--- config.mk ---
export PLATFORM = sky130hd
export DESIGN_NAME = imm_gen_stage
export DESIGN_NICKNAME = d
export VERILOG_FILES = /design/src/rtl/riscv_pkg.sv /design/src/rtl/imm_decode.sv /design/src/rtl/imm_gen_stage.sv
export SDC_FILE = /design/constraint.sdc
export NUM_CORES = 1
export LEC_CHECK = 0
export CAP_MARGIN = 10
export CORE_AREA = 2 2 226 228
export DETAILED_ROUTE_END_ITERATION = 6
export DIE_AREA = 0 0 228 230
export PLACE_DENSITY = 0.46
export SYNTH_ARGS = -nofsm -noshare
export SYNTH_HDL_FRONTEND = slang
export SYNTH_SLANG_ARGS = --single-unit
--- constraint.sdc ---
create_clock -name clk_i -period 4.3 [get_ports clk_i]
set_clock_uncertainty 0.15 [all_clocks]
set_input_delay 1.29 -clock clk_i [delete_from_list [all_inputs] [get_ports clk_i]]
set_output_delay 1.29 -clock clk_i [all_outputs]
set_load 0.02 [all_outputs]
--- src/rtl/riscv_pkg.sv ---
// rtl/riscv_pkg.sv - shared types for the immediate-generation stage
//
// Purpose: immediate format select codes, stage occupancy states and a
// helper that identifies PC-relative control-flow formats.
// The stage entry record (imm_entry_t) depends on DATA_WIDTH, so it is
// declared inside imm_gen_stage where that parameter is in scope.
package riscv_pkg;

    localparam int INSTR_WIDTH = 32;

    typedef enum logic [2:0] {
        IMM_I     = 3'b000,
        IMM_S     = 3'b001,
        IMM_B     = 3'b010,
        IMM_U     = 3'b011,
        IMM_J     = 3'b100,
        IMM_CSR   = 3'b101,
        IMM_SHAMT = 3'b110,
        IMM_RSV   = 3'b111
    } imm_src_t;

    typedef enum logic [1:0] {
        OCC_EMPTY = 2'd0,
        OCC_ONE   = 2'd1,
        OCC_FULL  = 2'd2
    } occ_state_t;

    // Only branch and jump targets are alignment-checked.
    function automatic logic is_pc_rel(input imm_src_t src);
        return (src == IMM_B) || (src == IMM_J);
    endfunction

endpackage

--- src/rtl/imm_decode.sv ---
// rtl/imm_decode.sv - combinational immediate extender
//
// Purpose: builds the DATA_WIDTH immediate for the selected format.
// Ports:
//   instr_i    in  32          raw instruction word
//   imm_src_i  in  imm_src_t   format select
//   imm_o      out DATA_WIDTH  extended immediate
//   illegal_o  out 1           reserved format code selected
module imm_decode
    import riscv_pkg::*;
#(
    parameter int DATA_WIDTH = 32
) (
    input  logic [INSTR_WIDTH-1:0] instr_i,
    input  imm_src_t               imm_src_i,
    output logic [DATA_WIDTH-1:0]  imm_o,
    output logic                   illegal_o
);

    logic sign;
    assign sign = instr_i[31];

    // The opcode field never contributes to any immediate.
    logic unused_opcode;
    assign unused_opcode = ^instr_i[6:0];

    always_comb begin
        imm_o     = '0;
        illegal_o = 1'b0;
        unique case (imm_src_i)
            IMM_I: imm_o = {{(DATA_WIDTH-12){sign}}, instr_i[31:20]};
            IMM_S: imm_o = {{(DATA_WIDTH-12){sign}}, instr_i[31:25], instr_i[11:7]};
            IMM_B: imm_o = {{(DATA_WIDTH-13){sign}}, instr_i[31], instr_i[7],
                            instr_i[30:25], instr_i[11:8], 1'b0};
            IMM_U: imm_o = {{(DATA_WIDTH-32){sign}}, instr_i[31:12], 12'h000};
            IMM_J: imm_o = {{(DATA_WIDTH-21){sign}}, instr_i[31], instr_i[19:12],
                            instr_i[20], instr_i[30:21], 1'b0};
            IMM_CSR: imm_o = {{(DATA_WIDTH-5){1'b0}}, instr_i[19:15]};
            IMM_SHAMT: begin
                // RV64 shifts use a 6-bit shamt; RV32 only 5 bits.
                if (DATA_WIDTH == 64)
                    imm_o = {{(DATA_WIDTH-6){1'b0}}, instr_i[25:20]};
                else
                    imm_o = {{(DATA_WIDTH-5){1'b0}}, instr_i[24:20]};
            end
            IMM_RSV: begin
                imm_o     = '0;
                illegal_o = 1'b1;
            end
            default: begin
                imm_o     = '0;
                illegal_o = 1'b1;
            end
        endcase
    end

endmodule

--- src/rtl/imm_gen_stage.sv ---
// rtl/imm_gen_stage.sv - registered, handshaked immediate-generation stage
//
// Purpose: extends the immediate, forms pc+imm and the misalign/illegal
// flags on input, and holds results in a main+skid two-entry buffer.
// Ports:
//   clk_i, rst_i (sync, active-high), flush_i
//   in_valid_i/in_ready_o, instr_i, pc_i, ImmSrc_i      upstream side
//   out_valid_o/out_ready_i, ImmExt_o, Target_o,
//   Instr_o, Pc_o, Misalign_o, Illegal_o                downstream side
module imm_gen_stage
    import riscv_pkg::*;
#(
    parameter int DATA_WIDTH = 32,
    parameter bit SUPPORT_C  = 1'b0
) (
    input  logic                   clk_i,
    input  logic                   rst_i,
    input  logic                   flush_i,
    input  logic                   in_valid_i,
    output logic                   in_ready_o,
    input  logic [INSTR_WIDTH-1:0] instr_i,
    input  logic [DATA_WIDTH-1:0]  pc_i,
    input  logic [2:0]             ImmSrc_i,
    output logic                   out_valid_o,
    input  logic                   out_ready_i,
    output logic [DATA_WIDTH-1:0]  ImmExt_o,
    output logic [DATA_WIDTH-1:0]  Target_o,
    output logic [INSTR_WIDTH-1:0] Instr_o,
    output logic [DATA_WIDTH-1:0]  Pc_o,
    output logic                   Misalign_o,
    output logic                   Illegal_o
);

    typedef struct packed {
        logic [INSTR_WIDTH-1:0] instr;
        logic [DATA_WIDTH-1:0]  pc;
        logic [DATA_WIDTH-1:0]  imm;
        logic [DATA_WIDTH-1:0]  target;
        logic                   misalign;
        logic                   illegal;
    } imm_entry_t;

    imm_src_t              src;
    logic [DATA_WIDTH-1:0] imm;
    logic [DATA_WIDTH-1:0] target;
    logic                  illegal;
    logic                  misalign;
    imm_entry_t            new_entry;

    occ_state_t state_q, state_d;
    imm_entry_t main_q, main_d;
    imm_entry_t skid_q, skid_d;

    logic accept;
    logic pop;

    assign src = imm_src_t'(ImmSrc_i);

    imm_decode #(
        .DATA_WIDTH(DATA_WIDTH)
    ) u_imm_decode (
        .instr_i  (instr_i),
        .imm_src_i(src),
        .imm_o    (imm),
        .illegal_o(illegal)
    );

    // Wraps modulo 2^DATA_WIDTH; carry out is intentionally dropped.
    assign target = pc_i + imm;

    always_comb begin
        misalign = 1'b0;
        if (is_pc_rel(src)) begin
            if (SUPPORT_C)
                misalign = target[0];
            else
                misalign = |target[1:0];
        end
    end

    always_comb begin
        new_entry.instr    = instr_i;
        new_entry.pc       = pc_i;
        new_entry.imm      = imm;
        new_entry.target   = target;
        new_entry.misalign = misalign;
        new_entry.illegal  = illegal;
    end

    // Ready depends only on registered state so downstream backpressure
    // never reaches upstream combinationally.
    assign in_ready_o  = (state_q != OCC_FULL);
    assign out_valid_o = (state_q != OCC_EMPTY);

    assign accept = in_valid_i && in_ready_o && !flush_i;
    assign pop    = out_valid_o && out_ready_i;

    always_comb begin
        state_d = state_q;
        main_d  = main_q;
        skid_d  = skid_q;
        if (flush_i) begin
            // Data registers keep stale contents; only occupancy is cleared.
            state_d = OCC_EMPTY;
        end else begin
            unique case (state_q)
                OCC_EMPTY: begin
                    if (accept) begin
                        main_d  = new_entry;
                        state_d = OCC_ONE;
                    end
                end
                OCC_ONE: begin
                    if (accept && pop) begin
                        main_d = new_entry;
                    end else if (accept) begin
                        skid_d  = new_entry;
                        state_d = OCC_FULL;
                    end else if (pop) begin
                        state_d = OCC_EMPTY;
                    end
                end
                OCC_FULL: begin
                    if (pop) begin
                        main_d  = skid_q;
                        state_d = OCC_ONE;
                    end
                end
                default: state_d = OCC_EMPTY;
            endcase
        end
    end

    always_ff @(posedge clk_i) begin
        if (rst_i) begin
            state_q <= OCC_EMPTY;
            main_q  <= '0;
            skid_q  <= '0;
        end else begin
            state_q <= state_d;
            main_q  <= main_d;
            skid_q  <= skid_d;
        end
    end

    assign ImmExt_o   = main_q.imm;
    assign Target_o   = main_q.target;
    assign Instr_o    = main_q.instr;
    assign Pc_o       = main_q.pc;
    assign Misalign_o = main_q.misalign;
    assign Illegal_o  = main_q.illegal;

endmodule

After elaboration in Yosys (flattened, before gate mapping):

Index checks and enable logic that the tools add are counted.
Widths: inputs -> output; s select.

* register bits: 262
* input port bits: 72
* output and inout port bits: 132
* word-level logic and storage cells: 59

* add/subtract/negate cells: 1
* eq/ne operators: 15
* muxes and demuxes: 13
* bitwise operators: 2
* reductions and logical operators: 15

Operators with widths (count)
* $mux 130: 3
* $pmux 130 s3: 1
* $pmux 32 s8: 1
* $add 32x32->32: 1
* $eq 3x3->1 const B: 4
* $mux 2: 5
* $ne 2x2->1 const B: 5
* $reduce_and 4->1: 2
* $eq 3x2->1 const B: 2
* $pmux 2 s3: 1
* $reduce_and 5->1: 1
* $logic_and 1x1->1: 4
* $reduce_or 2->1: 2
* $eq 3x1->1 const B: 1
* $logic_not 3->1: 1
* $ne 3x3->1 const B: 1
* $reduce_bool 3->1: 1
* $eq 2x1->1 const B: 1
* $eq 2x2->1 const B: 1
* $logic_not 2->1: 1
* $mux 1: 2
* $not 1->1: 2
* $reduce_bool 2->1: 1
* $logic_not 1->1: 1
* $logic_or 1x1->1: 1

Longest topological paths before layout:

* depth after elaboration: 7
* gate-level depth with buffers: 17

Modules after synthesis:

Synthesis repeated with hierarchy kept, for this count alone.

* cells, all modules: 1723
* area total of the unflattened synthesis: 13028.7 um^2

By module, submodules not included
* imm_gen_stage: times used 1, cells each 1624, area an instance 12364.4 um^2, sequential area each 5245.0 um^2
* imm_decode: times used 1, cells each 99, area an instance 664.4 um^2, sequential area each 0.0 um^2

Worst setup path after synthesis:

No wires, ideal clock.

* path type: in2reg
* from: in ImmSrc_i[2]
* to: reg skid_q[32] in the netlist's numbering
* data arrival time: 4.166 ns
* required time: 4.036 ns
* setup slack: -0.130 ns
* cell stages on the path: 16
* buffers on the path: 3
* cell sequence: clkbuf_1 o21ai_0 and3_1 buf_2 a21oi_1 inv_1 ha_1 buf_2 nand4_1 nor3_1 nand4_1 nand2_1 o21ai_0 o31a_1 xnor2_1 a21o_1

* word-level cells in the longest chain between the ends: 3
* elaborated cells between the ends (all ways): 10
* those cells by class: add/sub: 1; eq/ne: 7; mux: 1; reduce/logical: 1

RTL lines
* start, declared: line imm_gen_stage.sv:23 `input logic [2:0] ImmSrc_i,`
* $eq 3x3->1 (tied with other cells): line imm_decode.sv:30 `unique case (imm_src_i)`
* $pmux 32 s8 (*): line imm_decode.sv:30
* net imm[20]: line imm_gen_stage.sv:44 `logic [DATA_WIDTH-1:0] imm;`
* $add 32x32->32 (*): line imm_gen_stage.sv:69 `assign target = pc_i + imm;`
* end signal, assigned: line imm_gen_stage.sv:142 `skid_q <= skid_d;`
* end, declared: line imm_gen_stage.sv:52 `imm_entry_t skid_q, skid_d;`

Mark *: on every way through the listed nets, which the timed path passes. The rest lies on a longest branch.
A chain may end at the register's enable or synchronous reset.

Final worst setup path:

* from: in instr_i[15]
* to: reg main_q (netlist bit Target_o[18])

* word-level cells in the longest chain between the ends: 4
* elaborated cells between the ends (all ways): 5
* those cells by class: add/sub: 1; mux: 4

RTL lines
* start, declared: line imm_gen_stage.sv:21 `input logic [INSTR_WIDTH-1:0] instr_i,`
* $pmux 32 s8 (*): line imm_decode.sv:30
* net imm[0]: line imm_gen_stage.sv:44
* $add 32x32->32 (*): line imm_gen_stage.sv:69
* $mux 130, on equally long branches: line imm_gen_stage.sv:114, imm_gen_stage.sv:108
* $pmux 130 s3 (*): line imm_gen_stage.sv:106 `unique case (state_q)`
* end signal, assigned: line imm_gen_stage.sv:141 `main_q <= main_d;`
* end, declared: line imm_gen_stage.sv:51 `imm_entry_t main_q, main_d;`

Mark *: on every way through the listed nets, which the timed path passes. The rest lies on a longest branch. The select of a mux whose other input is x is not followed.

==> results.json <==
{
  "synth_top_cell_by_area": "dfxtp_1",
  "max_freq_mhz": 239.7,
  "r2r-end": "ImmExt_o[19]",
  "firstDrtPassIters": 5,
  "worstHoldPathCells": 2,
  "max_cap_violations": 0,
  "portBuffers": 203,
  "grt-ovfl-total": 0,
  "worst_pin_slew_ns": 1.049,
  "ys_top_cells_by_count": "nand2_1, dfxtp_1, a21oi_1",
  "place_area_um2": 16360,
  "drv_slew": 0,
  "timing.final.ws_setup_ns": 0.1288,
  "routed_wl_mm": 48.43,
  "required_ns": 4.64,
  "drive_gt1_share_pct": 15.91,
  "grt-busiest-layer": "met2",
  "worstHoldPathType": "flip-flop to flip-flop",
  "grt_pass1_wl_mm": 72.74,
  "drc": 0,
  "cts_max_level": 1,
  "ctsHoldBuffers": 0,
  "max_slew_margin_pct": 30.08,
  "die_w_um": 228,
  "use_met2_pct": 28.99,
  "final.min_clock_period_ns": 4.171,
  "antennaDiodeCount": 0,
  "n_fill_cell": 5280,
  "period_share_pct": 97.00,
  "core_um2": 49860,
  "cts_tree": "done",
  "reg2reg_slack_ns": 1.30,
  "whs_ns": 0.3029,
  "synth.most_common_cell": "nand2_1",
  "die_height_um": 230,
  "seq_area_frac_synth_pct": 42.55,
  "die_area_um2": 52440,
  "rows": 82,
  "place_ws_ns": -0.8420,
  "syn_avg_cell_area_um2": 7.548,
  "hold_path.startpoint": "skid_q[94]",
  "worstSetupEndpointType": "flip-flop",
  "yosys_warnings": 0,
  "route.vias.total": 12590,
  "report.final.hold_viol_count": 0,
  "post-synth-top-area-fraction_pct": 42.55,
  "synthArstFlopShare_pct": 0,
  "synth.distinct_cells": 62,
  "status": "finished clean",
  "cts.reportedPaths.clkPinSlew_ns": 0.06,
  "max-vdd-ir-drop_uv": 260.9,
  "grt_max_degree": 145,
  "r2r_cells": 8,
  "clock_latency_ns": 0.57,
  "synthTopCellsByArea": "dfxtp_1, nand2_1, a21oi_1",
  "setup_violations": 0,
  "wire_per_inst_um": 18.35,
  "globalRouteMet1Util_pct": 24.06,
  "cts.path.max_buffers": 3,
  "antenna_found_initial": 0,
  "syn2layout_area_growth_pct": 43.25,
  "rsz0062_at_grt": "yes",
  "synth_cells": 1633,
  "leakagePower_nw": 6.877,
  "syn_nets": 1737,
  "place_hpwl_mm": 34.90,
  "clock_sinks": 262,
  "crit_type": "input pin to flip-flop",
  "fin_tns_setup_ns": 0,
  "track_usage_pct": 17.79,
  "grt_pass1_vias": 11730,
  "viasPerCell": 4.770,
  "rr_startpoint": "state_q[0]",
  "synth.ff_latch_count": 262,
  "stdcell_area_um2": 17660,
  "drtIter0Drc": 809,
  "worstSetupStartpointType": "input pin",
  "nets": 2050,
  "cts-root-buf": "clkbuf_16",
  "hold_end": "skid_q[94]",
  "ios": 204,
  "path_max_fanout": 4,
  "ant_nets": 0,
  "synth_edf_count": 0,
  "use_met3_pct": 3.175,
  "cts-buffers-inserted": 30,
  "cp.arrival_ns": 4.51,
  "p_per_area_nw_per_um2": 383.4,
  "gp_congestion": 0.8888,
  "netlist_area_um2": 12330,
  "start_util_pct": 24.72,
  "synthFlopType": "dfxtp_1"
}
==> metrics by stage <==
stage	std cells	power [mW]	utilization (%)
floorplan	1633	3.310	-
global placement	2582	4.090	32.82
detailed placement	2582	4.086	32.82
CTS	2636	6.826	35.06
global route	2639	7.068	35.41
finish	2639	6.769	35.41
==> cells by family after synthesis <==
kind of cell	Yosys count	share of synthesized area, %
AND/OR/NAND/NOR	667	21.77
AO/OA/AOI/OAI	468	24.59
flip-flops	262	42.55
buffers and inverters	171	5.400
adder cells (fa/ha/maj)	32	3.309
XOR/XNOR	31	2.203
multiplexers	2	0.1726
==> per-layer routing <==
| layer | wire, µm | up-vias |
|---|---|---|
| li1 | - | 6280 |
| met1 | 22440 | 5958 |
| met2 | 22240 | 302 |
| met3 | 2550 | 49 |
| met4 | 1209 | 0 |
| met5 | 0 | - |
==> how the worst max path moves through the flow <==
stage,start,to,depth (start not counted)
6_report,instr_i[15],Target_o[18],14
4_1_cts,ImmSrc_i[0],Target_o[15],18
3_5_place_dp,ImmSrc_i[2],Target_o[15],17
2_1_floorplan,ImmSrc_i[0],Target_o[20],17
3_3_place_gp,ImmSrc_i[0],Target_o[15],18
5_1_grt,ImmSrc_i[2],Target_o[15],17
==> flip-flops by register name (all words and copies together), names as in the netlist <==
register / flops
skid_q: 130
Target_o: 32
Instr_o: 32
state_q: 2
ImmExt_o: 32
Illegal_o: 1
Pc_o: 32
Misalign_o: 1
==> critical path: stages <==
cell and delay (ns):
clkdlybuf4s50_1 0.49, mux2_2 0.30, a32o_2 0.25, ha_1 0.22, fa_2 0.36, a21oi_2 0.18
o211ai_1 0.21, a31oi_1 0.22, o21ai_2 0.13, buf_4 0.17, a31oi_2 0.21, xnor2_1 0.23
nand2_1 0.09, a21oi_1 0.16
==> cell type report <==
cell class,instances,area [µm²],area share [%]
Sequential cell,262,5245,29.71
Inverter,37,141.4,0.8007
Clock buffer,47,925.9,5.244
Clock inverter,6,108.9,0.6165
Tap cell,672,840.8,4.762
Timing Repair Buffer,415,3739,21.17
Multi-Input combinational cell,1200,6656,37.70
==> placed cells by master, fill, tap and decap left out, types with 5 or more instances in the layout <==
master           count
buf_4              202
nor2_1             189
and4_1               5
a211oi_1            56
nand4_1             10
a21o_1              14
o211ai_1             6
a31oi_1             11
and2_1               6
clkbuf_16           31
o21ai_0             34
a21oi_1            205
nand2_1            398
a311oi_1            83
and3_1              13
clkbuf_8             9
nor3_1               8
dfxtp_1            262
ha_1                27
a21oi_2             11
xnor2_1             18
clkbuf_1             7
buf_12               8
clkdlybuf4s50_1    198
nand3_1             18
inv_1               33
xor2_1               7
o21bai_1             6
==> power breakdown <==
part	leakage, nW	total [mW]	internal, mW	switching [mW]
logic	4.23	1.50	0.687	0.816
clock network	0.509	2.68	1.64	1.04
registers	2.13	2.59	2.53	0.0616
total	6.88	6.77	4.85	1.91
==> what timing repair did <==
item                                    CTS  global route
pin swaps                                 8            14
gates resized for setup                  17            29
endpoints found under the setup margin   41            46
setup buffers                             1             3
(Power assumes the default switching activity.)
